### config.mk
export PLATFORM = sky130hd
export DESIGN_NAME = reaction_time_counter
export DESIGN_NICKNAME = d
export VERILOG_FILES = /design/src/rtl/reaction_pkg.sv /design/src/rtl/bcd_digit_counter.sv /design/src/rtl/reaction_time_counter.sv
export SDC_FILE = /design/constraint.sdc
export NUM_CORES = 1
export LEC_CHECK = 0
export ABC_CLOCK_PERIOD_IN_PS = 2450
export CAP_MARGIN = 20
export CELL_PAD_IN_SITES_DETAIL_PLACEMENT = 1
export CELL_PAD_IN_SITES_GLOBAL_PLACEMENT = 1
export CORE_ASPECT_RATIO = 0.7
export CORE_MARGIN = 1
export CORE_UTILIZATION = 38
export DETAILED_ROUTE_END_ITERATION = 8
export HOLD_SLACK_MARGIN = 0.15
export PLACE_DENSITY = 0.87
export SYNTH_ARGS = -nofsm -noshare
export SYNTH_HDL_FRONTEND = slang
export SYNTH_SLANG_ARGS = --single-unit
export TNS_END_PERCENT = 10
### constraint.sdc
create_clock -name Clock -period 2.45 [get_ports Clock]
set_input_delay 0.49 -clock Clock [delete_from_list [all_inputs] [get_ports Clock]]
set_output_delay 0.49 -clock Clock [all_outputs]
set_load 0.02 [all_outputs]
### src/rtl/reaction_pkg.sv
// Shared constants and types for the reaction-time counter: game state codes and BCD digit type.
package reaction_pkg;

    localparam int unsigned BCD_W = 4;

    localparam logic [1:0] ST_IDLE   = 2'b00;
    localparam logic [1:0] ST_START  = 2'b01;
    localparam logic [1:0] ST_FINISH = 2'b10;
    localparam logic [1:0] ST_HIGH   = 2'b11;

    typedef logic [BCD_W-1:0] bcd_digit_t;

    localparam bcd_digit_t BCD_NINE = 4'd9;

endpackage

### src/rtl/bcd_digit_counter.sv
// One BCD decade: synchronous clear, increment with 9->0 wrap and carry out to the next decade.
module bcd_digit_counter
    import reaction_pkg::*;
(
    input  logic       Clock,
    input  logic       Reset,
    input  logic       clr,
    input  logic       inc,
    output bcd_digit_t digit,
    output logic       carry
);

    always_ff @(posedge Clock or negedge Reset) begin
        if (!Reset) begin
            digit <= '0;
        end else if (clr) begin
            digit <= '0;
        end else if (inc) begin
            digit <= (digit == BCD_NINE) ? '0 : digit + BCD_W'(1);
        end
    end

    assign carry = inc && (digit == BCD_NINE);

endmodule

### src/rtl/reaction_time_counter.sv
// Reaction-time counter: synchronizes game state/Delay, counts ms ticks in BCD with saturation.
// Optional HIGH_SCORE_EN builds the best-score register, compare and New_Best pulse.
module reaction_time_counter
    import reaction_pkg::*;
#(
    parameter int unsigned CLK_HZ  = 50_000_000,
    parameter int unsigned TICK_HZ = 1000,
    parameter int unsigned DIGITS  = 4
) (
    input  logic                Clock,
    input  logic                Reset,
    input  logic [1:0]          State,
    input  logic                Delay,
    output logic [4*DIGITS-1:0] Count_BCD,
    output logic [4*DIGITS-1:0] Best_BCD,
    output logic [4*DIGITS-1:0] Display_BCD,
    output logic                Running,
    output logic                New_Best,
    output logic                Overflow
);

    localparam int unsigned DIV   = CLK_HZ / TICK_HZ;
    localparam int unsigned PRE_W = (DIV > 1) ? $clog2(DIV) : 1;
    localparam logic [PRE_W-1:0] PRE_MAX = PRE_W'(DIV - 1);

    logic [1:0]       state_meta;
    logic [1:0]       state_sync;
    logic [1:0]       s_prev;
    logic             delay_meta;
    logic             delay_sync;
    logic [PRE_W-1:0] prescaler;
    logic             start_entry;
    logic             tick;
    logic             all_nine;
    logic             unused_carry;
    logic [DIGITS:0]  inc_chain;
    bcd_digit_t       digit_q [DIGITS];

    // Two-flop synchronizers plus previous synced state for edge detection
    always_ff @(posedge Clock or negedge Reset) begin
        if (!Reset) begin
            state_meta <= ST_IDLE;
            state_sync <= ST_IDLE;
            s_prev     <= ST_IDLE;
            delay_meta <= 1'b0;
            delay_sync <= 1'b0;
        end else begin
            state_meta <= State;
            state_sync <= state_meta;
            s_prev     <= state_sync;
            delay_meta <= Delay;
            delay_sync <= delay_meta;
        end
    end

    assign start_entry = (s_prev != ST_START) && (state_sync == ST_START);
    assign Running     = (state_sync == ST_START) && delay_sync;
    assign tick        = Running && (prescaler == PRE_MAX);

    always_ff @(posedge Clock or negedge Reset) begin
        if (!Reset) begin
            prescaler <= '0;
        end else if (start_entry || !Running || tick) begin
            prescaler <= '0;
        end else begin
            prescaler <= prescaler + PRE_W'(1);
        end
    end

    always_comb begin
        all_nine = 1'b1;
        for (int i = 0; i < int'(DIGITS); i++) begin
            if (digit_q[i] != BCD_NINE) all_nine = 1'b0;
        end
    end

    // Saturate at all nines: the tick is suppressed rather than wrapping the count
    assign inc_chain[0] = tick && !all_nine;
    assign unused_carry = inc_chain[DIGITS];

    for (genvar i = 0; i < int'(DIGITS); i++) begin : g_digit
        bcd_digit_counter u_digit (
            .Clock (Clock),
            .Reset (Reset),
            .clr   (start_entry),
            .inc   (inc_chain[i]),
            .digit (digit_q[i]),
            .carry (inc_chain[i+1])
        );
        assign Count_BCD[4*i +: 4] = digit_q[i];
    end

    always_ff @(posedge Clock or negedge Reset) begin
        if (!Reset) begin
            Overflow <= 1'b0;
        end else if (start_entry) begin
            Overflow <= 1'b0;
        end else if (tick && all_nine) begin
            Overflow <= 1'b1;
        end
    end

`ifdef HIGH_SCORE_EN
    logic                finish_entry;
    logic [4*DIGITS-1:0] best_q;

    assign finish_entry = (s_prev == ST_START) && (state_sync == ST_FINISH);

    // Valid BCD orders like unsigned binary, so a plain compare ranks scores
    always_ff @(posedge Clock or negedge Reset) begin
        if (!Reset) begin
            best_q   <= {DIGITS{BCD_NINE}};
            New_Best <= 1'b0;
        end else begin
            New_Best <= 1'b0;
            if (finish_entry && !Overflow && (Count_BCD < best_q)) begin
                best_q   <= Count_BCD;
                New_Best <= 1'b1;
            end
        end
    end

    assign Best_BCD    = best_q;
    assign Display_BCD = (state_sync == ST_HIGH) ? best_q : Count_BCD;
`else
    assign Best_BCD    = '0;
    assign New_Best    = 1'b0;
    assign Display_BCD = Count_BCD;
`endif

endmodule

# After elaboration in Yosys (flattened, before gate mapping)
# Cells that the tools add are included.
dict set report word_totals {
  register_bits 41
  inputBits 5
  elab_cells 63
}
dict set report classes {
  addsub 5
  eq_ne 11
  n_mux 19
  reduce_logical 17
}
# cell n
set op_table {}
lappend op_table {{$mux 4} 12}
lappend op_table {{$add 16x1->16 const B} 1}
lappend op_table {{$add 4x1->4 const B} 4}
lappend op_table {{$eq 16x16->1 const B} 1}
lappend op_table {{$eq 4x4->1 const B} 4}
lappend op_table {{$mux 16} 1}
lappend op_table {{$ne 4x4->1 const B} 4}
lappend op_table {{$reduce_bool 2->1} 5}
lappend op_table {{$logic_and 1x1->1} 8}
lappend op_table {{$mux 1} 6}
lappend op_table {{$eq 2x1->1 const B} 1}
lappend op_table {{$logic_not 1->1} 2}
lappend op_table {{$logic_or 1x1->1} 2}
lappend op_table {{$ne 2x1->1 const B} 1}

# Logic depth before layout (Yosys ltp)
# Gate-level depths: netlist (run 1).
dict set report logic_depth {
  word_depth 12
  depth_mapped 7
  ltp_nobuf 6
}

# By module
# From an unflattened synthesis (run 1), not the netlist that was laid out.
dict set report hier_totals {
  hier_cells 242
  hier_area_um2 2323.5
}
# mod instances cells_per_inst area_each_um2
set by_module_without_submodules {}
lappend by_module_without_submodules {reaction_time_counter 1 138 1357.6}
lappend by_module_without_submodules {bcd_digit_counter 4 26 241.5}

# Worst setup path before layout (run 1)
# OpenSTA, ideal clock, no wires.
dict set report synth_timing {
  path_type {flip-flop to flip-flop}
  startpoint {register prescaler[0]}
  endpoint {register g_digit[3].u_digit.digit[1]}
  arrival_time_ns 2.073
  t_required_ns 2.325
  path_slack_ns 0.252
  path_stages_with_launch 7
  n_path_buf 1
  synth_period_minus_slack_ns 2.198
  path_cell_list {dfrtp_1 -> ha_1 -> nand3_1 -> or4_1 -> buf_2 -> nor3_1 -> mux2_2}
}
dict set report synth_via {
  elab_chain_len 7
}
# item line_no
set synth_rtl {}
lappend synth_rtl {{start, declared} reaction_time_counter.sv:31} ;# logic [PRE_W-1:0] prescaler;
lappend synth_rtl {{start signal, assigned} reaction_time_counter.sv:66} ;# prescaler <= prescaler + PRE_W'(1);
lappend synth_rtl {{$eq 16x16->1} reaction_time_counter.sv:58} ;# assign tick = Running && (prescaler == PRE_MAX);
lappend synth_rtl {{$logic_and 1x1->1} reaction_time_counter.sv:58}
lappend synth_rtl {{$logic_and 1x1->1} reaction_time_counter.sv:78} ;# assign inc_chain[0] = tick && !all_nine;
lappend synth_rtl {{$logic_and 1x1->1 (3 in series)} bcd_digit_counter.sv:23} ;# assign carry = inc && (digit == BCD_NINE);
lappend synth_rtl {{$reduce_bool 2->1 (no line)} n/a}
lappend synth_rtl {{end signal, assigned} bcd_digit_counter.sv:19} ;# digit <= (digit == BCD_NINE) ? '0 : digit + BCD_W'(1);
lappend synth_rtl {{end, declared} bcd_digit_counter.sv:9} ;# output bcd_digit_t digit,
# No other way between the ends.
# A chain may end at the register's enable or synchronous reset.

# Final worst setup path (run 1)
dict set report layout_timing {
  startpoint {register prescaler[0]}
  endpoint {register g_digit[2].u_digit.digit[3]}
}
dict set report layout_via {
  elab_chain_len 6
}
# item line_no
set layout_rtl {}
lappend layout_rtl {{$eq 16x16->1} reaction_time_counter.sv:58}
lappend layout_rtl {{$logic_and 1x1->1} reaction_time_counter.sv:58}
lappend layout_rtl {{$logic_and 1x1->1} reaction_time_counter.sv:78}
lappend layout_rtl {{$logic_and 1x1->1 (2 in series)} bcd_digit_counter.sv:23}
lappend layout_rtl {{$reduce_bool 2->1 (no line)} n/a}
lappend layout_rtl {{end signal, assigned} bcd_digit_counter.sv:19}
lappend layout_rtl {{end, declared} bcd_digit_counter.sv:9}
# No other way between the ends.

==> metrics.md, run 1 <==
| Metric | Value |
|---|---|
| Fmax | `around 440 MHz` |
| Drt drc | `6` |
| Vias | `between 1,500 and 2,000` |
| Clock tree sinks | `41` |
| RSZ-0062 raised after global routing | `no` |
| Rows | `23` |
| Port Buffers | `38` |
| Syn Area/Cell | `9.74 um^2` |
| Pre-Repair DR Iteration Count | `6` |
| CTS Buf Count | `5` |
| Path depth of the worst reg2reg path | `6` |
| H-tree depth | `2` |
| ANT nets after route | `0` |
| Share of the synthesized area in the top cell type | `a little over two fifths` |
| Die Span Y | `69.0 um` |
| Status | `finished, violations left` |
| Vias per cell | `5.46` |
| GP Congestion | `0.828` |
| Clock skew | `0.0124 ns` |
| Number of synthesized flops with an enable pin | `0` |
| Max IR drop VDD | `around 370 uV` |
| Final setup fails | `0` |
| Fillers | `between 600 and 700` |
| Clock Path Buffers | `2` |
| Die area | `6740 um^2` |
| Crit-path max cell delay | `0.51 ns` |
| Mapped Cells | `250` |
| Worst-Margin Slew | `0.621 ns` |
| Fin crit share | `93.5%` |
| Gr ovfl total | `0` |
| Main synth FF type | `dfrtp_1` |
| Post-synthesis sequential area ratio | `roughly 42%` |
| CP arrival | `2.52 ns` |
| Routed WL per cell | `16.9 um` |
| Clk root buf | `clkbuf_8` |
| Crit-path max FO | `19` |
| Multi-input gate area | `1160 um^2` |
| DP Wirelength | `4.30 mm` |
| Min Tclk post-route | `2.29 ns` |
| Leak | `about 1.2 nW` |
| Top-level port count | `56` |
| WL final | `approximately 6 mm` |
| Cell taking the most area after synthesis | `dfrtp_1` |
| Seq cells post-synth | `41` |
| Clk_lat worst skew | `0.31 ns` |
| Netlist cell types | `42` |
| Number of global-route vias before repair | `1,953` |
| Most used cell, CP | `or4_1` |
| First-pass GRT wire length | `~10 mm` |
| TritonCTS clock tree | `yes` |
| Slew headroom | `58.6%` |
| Area growth, synth to finish | `18.7%` |
| # diodes | `0` |
| CP Launch Type | `flop` |
| Iter 0 DRT Violations | `108` |
| Final Hold Fails | `0` |
| Setup CP Type | `flop to flop` |
| Core area | `5960 um^2` |
| Clock transition at path regs | `0.09 ns` |
| Setup TNS | `0 ns` |
| Max-Cap Viols | `0` |
| Async S/R FF share, synth | `100%` |
| Area taken by flip-flops and latches | `1030 um^2` |
| Worst hold stages | `0` |
| Initial Utilization | `40.9%` |
| Antenna violations before repair | `0` |
| Layout cell share with drive strength beyond 1 | `9.22%` |
| Cell Area, Synth | `2430 um^2` |
| Crit-path cells | `ha_1 > nand3_1 > or4_1 > buf_4 > or4_1 > a31oi_1` |
| Failing checks | `design-rule violations` |
| Largest net degree at the start of global routing | `30` |
| Layout net count | `a little under 300` |
| Slew Limit Fails | `0` |
| Tot GR Track Use | `19.9%` |
| Slowest cell on crit path | `or4_1` |
| Critical path capture point type | `flop` |
| Synth Warn # | `0` |
| Critical path required time | `~2.7 ns` |
| Most frequent cell after synthesis | `dfrtp_1` |
| HP Class | `flop to flop` |
| Final hold slack | `between 0.3 and 0.4 ns` |
| Chip Width | `97.7 um` |
| Synth area leaders | `dfrtp_1 42%, buf_4 10%, ha_1 4.6%` |
| P per Cell Area | `461 nW/um^2` |
| Commonest cells in the netlist | `41 x dfrtp_1, 33 x buf_4, 20 x nor2_1, 18 x nand2_1, 11 x nand3_1` |
-- cell families after synthesis --
logic type,after synthesis,synth area share (%)
compound gates,22,6.48
xor+xnor,12,4.32
fa+ha+maj,9,4.62
buf+inv,49,12.8
flops,41,42.1
mux,9,3.80
other cells,1,0.154
simple gates,107,25.7
-- cells in the final DEF (no fill, tap or decap), types with 2 or more instances in the layout --
master	instances
dfrtp_1	41
clkdlybuf4s50_1	37
nor2_1	20
nand2_1	18
conb_1	17
nand3_1	11
buf_4	10
ha_1	9
inv_1	8
nand4_1	8
mux2i_1	7
or3_1	6
a21oi_1	6
xnor2_1	6
xor2_1	6
clkbuf_8	6
or4_1	5
nor3_1	5
nand2b_1	4
and3b_1	4
nand3b_1	4
o31ai_1	4
and4_1	3
nor4_1	3
nor4_2	3
a31oi_1	3
and3_1	2
o21ai_0	2
nand4bb_1	2
nor3b_1	2
and2_1	2
o41ai_1	2
mux2_2	2
-- worst max-delay path: cells and delay by family (launching register included) --
family | cells | cell delay, ns
simple gates | 3 | 1.10
flops | 1 | 0.41
fa+ha+maj | 1 | 0.30
buf+inv | 1 | 0.22
compound gates | 1 | 0.17
-- registers in the layout (all words and copies together) (netlist names) --
signal / cells
prescaler: 16
delay_sync: 1
g_digit.u_digit.digit: 16
state_sync: 2
delay_meta: 1
s_prev: 2
Overflow: 1
state_meta: 2
-- layout make-up --
type                            instances  share of cell area [%]
Tap cell                               75                    3.25
Multi-Input combinational cell        176                    40.3
Inverter                                8                    1.04
Timing Repair Buffer                   49                    15.9
Clock inverter                          1                    1.04
Sequential cell                        41                    35.5
Clock buffer                            7                    2.99
-- layer usage --
metal | vias up | share of wire (%) | wire (um) | GRT usage (%)
li1 | 898 | - | - | -
met3 | 7 | 4.0 | 244 | 3.73
met2 | 51 | 47 | 2860 | 33.4
met5 | - | 0 | 0 | 0
met1 | 992 | 47 | 2850 | 26.3
met4 | 0 | 1.2 | 73 | 6.82
-- final timing paths --
check,to,from,slack (ns)
worst min-delay path,delay_sync$_DFF_PN0_,delay_meta$_DFF_PN0_,0.35
max in group asynchronous,prescaler[3]$_DFF_PN0_,Reset,1.14
worst max-delay path,g_digit[2].u_digit.digit[3]$_DFFE_PN0P_,prescaler[0]$_DFF_PN0_,0.16
min in group asynchronous,g_digit[3].u_digit.digit[1]$_DFFE_PN0P_,Reset,0.61
worst max register to register,g_digit[2].u_digit.digit[3]$_DFFE_PN0P_,prescaler[0]$_DFF_PN0_,0.16
worst min register to register,delay_sync$_DFF_PN0_,delay_meta$_DFF_PN0_,0.35
-- per-stage QoR --
stage	area, um^2	utilization (%)	instances	setup WS, ns	total power, mW
3_5_place_dp	2760	46.3	348	0.171	0.764
5_1_grt	2890	48.5	357	0.0226	1.37
6_report	2890	48.5	357	0.159	1.33
2_1_floorplan	2490	-	266	0.252	0.758
4_1_cts	2880	48.4	357	0.154	1.35
3_3_place_gp	2760	46.3	348	0.223	0.762
-- power breakdown --
part	switching [mW]	internal (mW)
clock	0.250	0.333
sequential	0.00369	0.683
combinational	0.0519	0.0130
-- timing repair --
item / 4_1_cts / 5_1_grt
hold buffers: 1 / 0
endpoints found under the setup margin: 0 / 1
resized for setup: 0 / 1
endpoints found under the hold margin: 12 / 0
buffers inserted: 0 / 0
(Power assumes the default switching activity.)
==> run 2, diff against run 1 <==
--- a/config.mk
+++ b/config.mk
@@ -5,16 +5,17 @@
 export SDC_FILE = /design/constraint.sdc
 export NUM_CORES = 1
 export LEC_CHECK = 0
-export ABC_CLOCK_PERIOD_IN_PS = 2450
+export ABC_CLOCK_PERIOD_IN_PS = 1900
 export CAP_MARGIN = 20
 export CELL_PAD_IN_SITES_DETAIL_PLACEMENT = 1
 export CELL_PAD_IN_SITES_GLOBAL_PLACEMENT = 1
 export CORE_ASPECT_RATIO = 0.7
 export CORE_MARGIN = 1
-export CORE_UTILIZATION = 38
+export CORE_UTILIZATION = 34
 export DETAILED_ROUTE_END_ITERATION = 8
 export HOLD_SLACK_MARGIN = 0.15
-export PLACE_DENSITY = 0.87
+export MAX_ROUTING_LAYER = met4
+export PLACE_DENSITY = 0.82
 export SYNTH_ARGS = -nofsm -noshare
 export SYNTH_HDL_FRONTEND = slang
 export SYNTH_SLANG_ARGS = --single-unit
==> constraint.sdc (replaced) <==
create_clock -name Clock -period 1.9 [get_ports Clock]
set_input_delay 0.38 -clock Clock [delete_from_list [all_inputs] [get_ports Clock]]
set_output_delay 0.38 -clock Clock [all_outputs]
set_load 0.02 [all_outputs]
==> run 2 against run 1 <==
Final cell count rose by 15%; clock power is 44% higher; sequential share of layout area fell by 4.5 points; fmax grew 6.8%; global-route usage is 0.39 points lower; worst hold slack better by 0.015 ns; non-clock buffer count is 33 higher; flip-flop and latch count stayed put; the flow finishes with violations (negative setup slack); routed wire length up 8.3%; critical path depth shrank 1.
==> metrics.md, run 2 (synthesis results as in run 1) <==
| Metric | Value |
|---|---|
| Status | `finished, violations left` |
| Failing checks | `negative setup slack` |
| Fillers | `slightly below 800` |
| Clk root buf | `clkbuf_8` |
| Pre-Repair DR Iteration Count | `4` |
| Final Hold Fails | `0` |
| Largest net degree at the start of global routing | `22` |
| RSZ-0062 raised after global routing | `yes` |
| Clock Path Buffers | `2` |
| Port Buffers | `38` |
| Die Span Y | `72.8 um` |
| Cell-internal power | `about 1.4 mW` |
| P_sw | `around 400 uW` |
| Rows | `25` |
| Core area | `6850 um^2` |
| Met2 Wirelength | `3.20 mm` |
| Commonest non-fill, non-tap cell in the layout | `buf_4` |
| Die area | `7510 um^2` |
| Vias per cell | `between 5 and 6` |
| Clock skew | `0.00786 ns` |
| Drt drc | `0` |
| Crit-path max FO | `10` |
| Tot GR Track Use | `between 15 and 20%` |
| Critical path origin | `prescaler[7]$_DFF_PN0_` |
| GP Congestion | `0.805` |
| Top-level port count | `56` |
| Switch share | `21.5%` |
| # diodes | `0` |
| Slew headroom | `54.7%` |
| Clock network fraction of total power | `46.2%` |
| Slack of the worst reg-to-reg path | `-0.24 ns` |
| Initial Utilization | `35.5%` |
| Min Tclk post-route | `approximately 2.1 ns` |
| R2r startpoint | `prescaler[7]$_DFF_PN0_` |
| Iter 0 DRT Violations | `106` |
| Gr ovfl total | `0` |
| Final setup margin | `-0.245 ns` |
| CP arrival | `2.36 ns` |
| Setup CP Type | `flop to flop` |
| Logic pwr share | `5.0%` |
| Layout net count | `328` |
| Final setup fails | `31` |
| Antenna violations before repair | `0` |
| Top sig layer | `met4` |
| Critical path capture point type | `flop` |
| Worst-Margin Slew | `0.679 ns` |
| Critical path required time | `2.12 ns` |
| HP Class | `flop to flop` |
| Max IR drop VDD | `319 uV` |
| WL final | `6.52 mm` |
| Routed WL per cell | `between 15 and 20 um` |
| Fin crit share | `113%` |
| Slew Limit Fails | `0` |
| Reg2Reg Capture Point | `g_digit[2].u_digit.digit[3]$_DFFE_PN0P_` |
| Fmax | `466 MHz` |
| TritonCTS clock tree | `yes` |
| Chip Width | `103 um` |
| Register share of total power | `48.8%` |
| CTS Buf Count | `5` |
| Final core utilization | `48.5%` |
| Leak | `1.41 nW` |
| Clk_lat worst skew | `0.30 ns` |
| First-pass GRT wire length | `10.8 mm` |
| ANT nets after route | `0` |
| Top flop regs | `g_digit.u_digit.digit: 16 flops, prescaler: 16 flops` |
| P per Cell Area | `around 550 nW/um^2` |
| Most frequent cells in the layout | `39 x buf_4, 38 x dfrtp_1, 35 x clkdlybuf4s50_1, 20 x nor2_1, 18 x nand2_1` |
| Clock transition at path regs | `roughly 0.08 ns` |
| Crit path to | `g_digit[2].u_digit.digit[3]$_DFFE_PN0P_` |
| Layout cell share with drive strength beyond 1 | `22.9%` |
| Post-place setup slack | `-0.257 ns` |
| Path depth of the worst reg2reg path | `5` |
| CP Launch Type | `flop` |
| Setup TNS | `-2.63 ns` |
| Area growth, synth to finish | `36.4%` |
| Vias | `around 2,100` |
| Clock tree sinks | `41` |
| H-tree depth | `2` |
| Met3 WL post-DR | `352 um` |
| DP Wirelength | `4.85 mm` |
| Max-Cap Viols | `0` |
| Number of global-route vias before repair | `2,147` |
| Metal1 wirelength | `a little under 3 mm` |
run 2: cell types whose count changed in the layout (fill, tap and decap cells not counted), sizes merged:
cell / change
buf: +33
bufinv: +1
clkbuf: -2
clkdlybuf4s50: -2
clkinv: +1
dlygate4sd2: +1
dlymetal6s2s: +1
run 2: through the flow:
| stage | area [um^2] | std cells | power [mW] | hold slack, ns |
|---|---|---|---|---|
| final | 3320 | 409 | 1.82 | 0.369 |
| after global routing | 3320 | 409 | 1.88 | 0.376 |
| after CTS | 3290 | 409 | 1.82 | 0.370 |
| after detailed placement | 3090 | 398 | 0.992 | 0.350 |
| after global placement | 3090 | 398 | 0.989 | 0.333 |
| after floorplan | 2560 | 266 | 0.977 | 0.0844 |
run 2: critical path, cell delays in order, from the launching register on:
cell     delay, ns
dfrtp_1       0.39
or3b_1        0.39
or4_4         0.44
buf_6         0.16
or4_1         0.51
a31oi_1       0.18
run 2: power groups by stage:
| stage | Clock (mW) | Sequential, mW | Combinational, mW |
|---|---|---|---|
| 2_1_floorplan | 0 | 0.901 | 0.0760 |
| 3_3_place_gp | 0 | 0.901 | 0.0874 |
| 3_5_place_dp | 0 | 0.903 | 0.0895 |
| 4_1_cts | 0.849 | 0.885 | 0.0910 |
| 5_1_grt | 0.893 | 0.887 | 0.100 |
| 6_report | 0.839 | 0.886 | 0.0909 |
run 2: cell type report:
type,count,area [um^2],share of cell area (%)
Inverter,8,30.0,0.904
Clock inverter,3,65.1,1.96
Sequential cell,41,1030,31.0
Multi-Input combinational cell,176,1270,38.2
Tap cell,94,118,3.54
Timing Repair Buffer,82,742,22.3
Clock buffer,5,68.8,2.07
run 2: how the worst min path moves through the flow:
stage	to	startpoint	slack, ns	cells past startpoint
finish	state_sync[1]$_DFF_PN0_	state_meta[1]$_DFF_PN0_	0.37	0
global placement	delay_sync$_DFF_PN0_	delay_meta$_DFF_PN0_	0.33	0
floorplan	Overflow$_DFFE_PN0P_	Reset	0.08	0
global route	state_sync[1]$_DFF_PN0_	state_meta[1]$_DFF_PN0_	0.38	0
detailed placement	state_sync[1]$_DFF_PN0_	state_meta[1]$_DFF_PN0_	0.35	0
CTS	state_sync[1]$_DFF_PN0_	state_meta[1]$_DFF_PN0_	0.37	0
run 2: routing by layer:
metal,vias to the layer above,track usage (%)
met3,6,4.31
met1,1057,25.2
met2,60,31.6
met4,0,3.76
met5,-,-
li1,968,-
run 2: what timing repair did:
action	4_1_cts	5_1_grt
gates resized for setup	8	7
pin swaps	2	3
endpoints found under the hold margin	20	0
endpoints found under the setup margin	33	35
setup buffers	2	0
hold buffers	1	0
==> run 3, diff against run 2 <==
--- a/config.mk
+++ b/config.mk
@@ -5,7 +5,6 @@
 export SDC_FILE = /design/constraint.sdc
 export NUM_CORES = 1
 export LEC_CHECK = 0
-export ABC_CLOCK_PERIOD_IN_PS = 1900
 export CAP_MARGIN = 20
 export CELL_PAD_IN_SITES_DETAIL_PLACEMENT = 1
 export CELL_PAD_IN_SITES_GLOBAL_PLACEMENT = 1
==> results of run 3 <==
The final DEF is identical to that of run 2; final timing and power are the same.
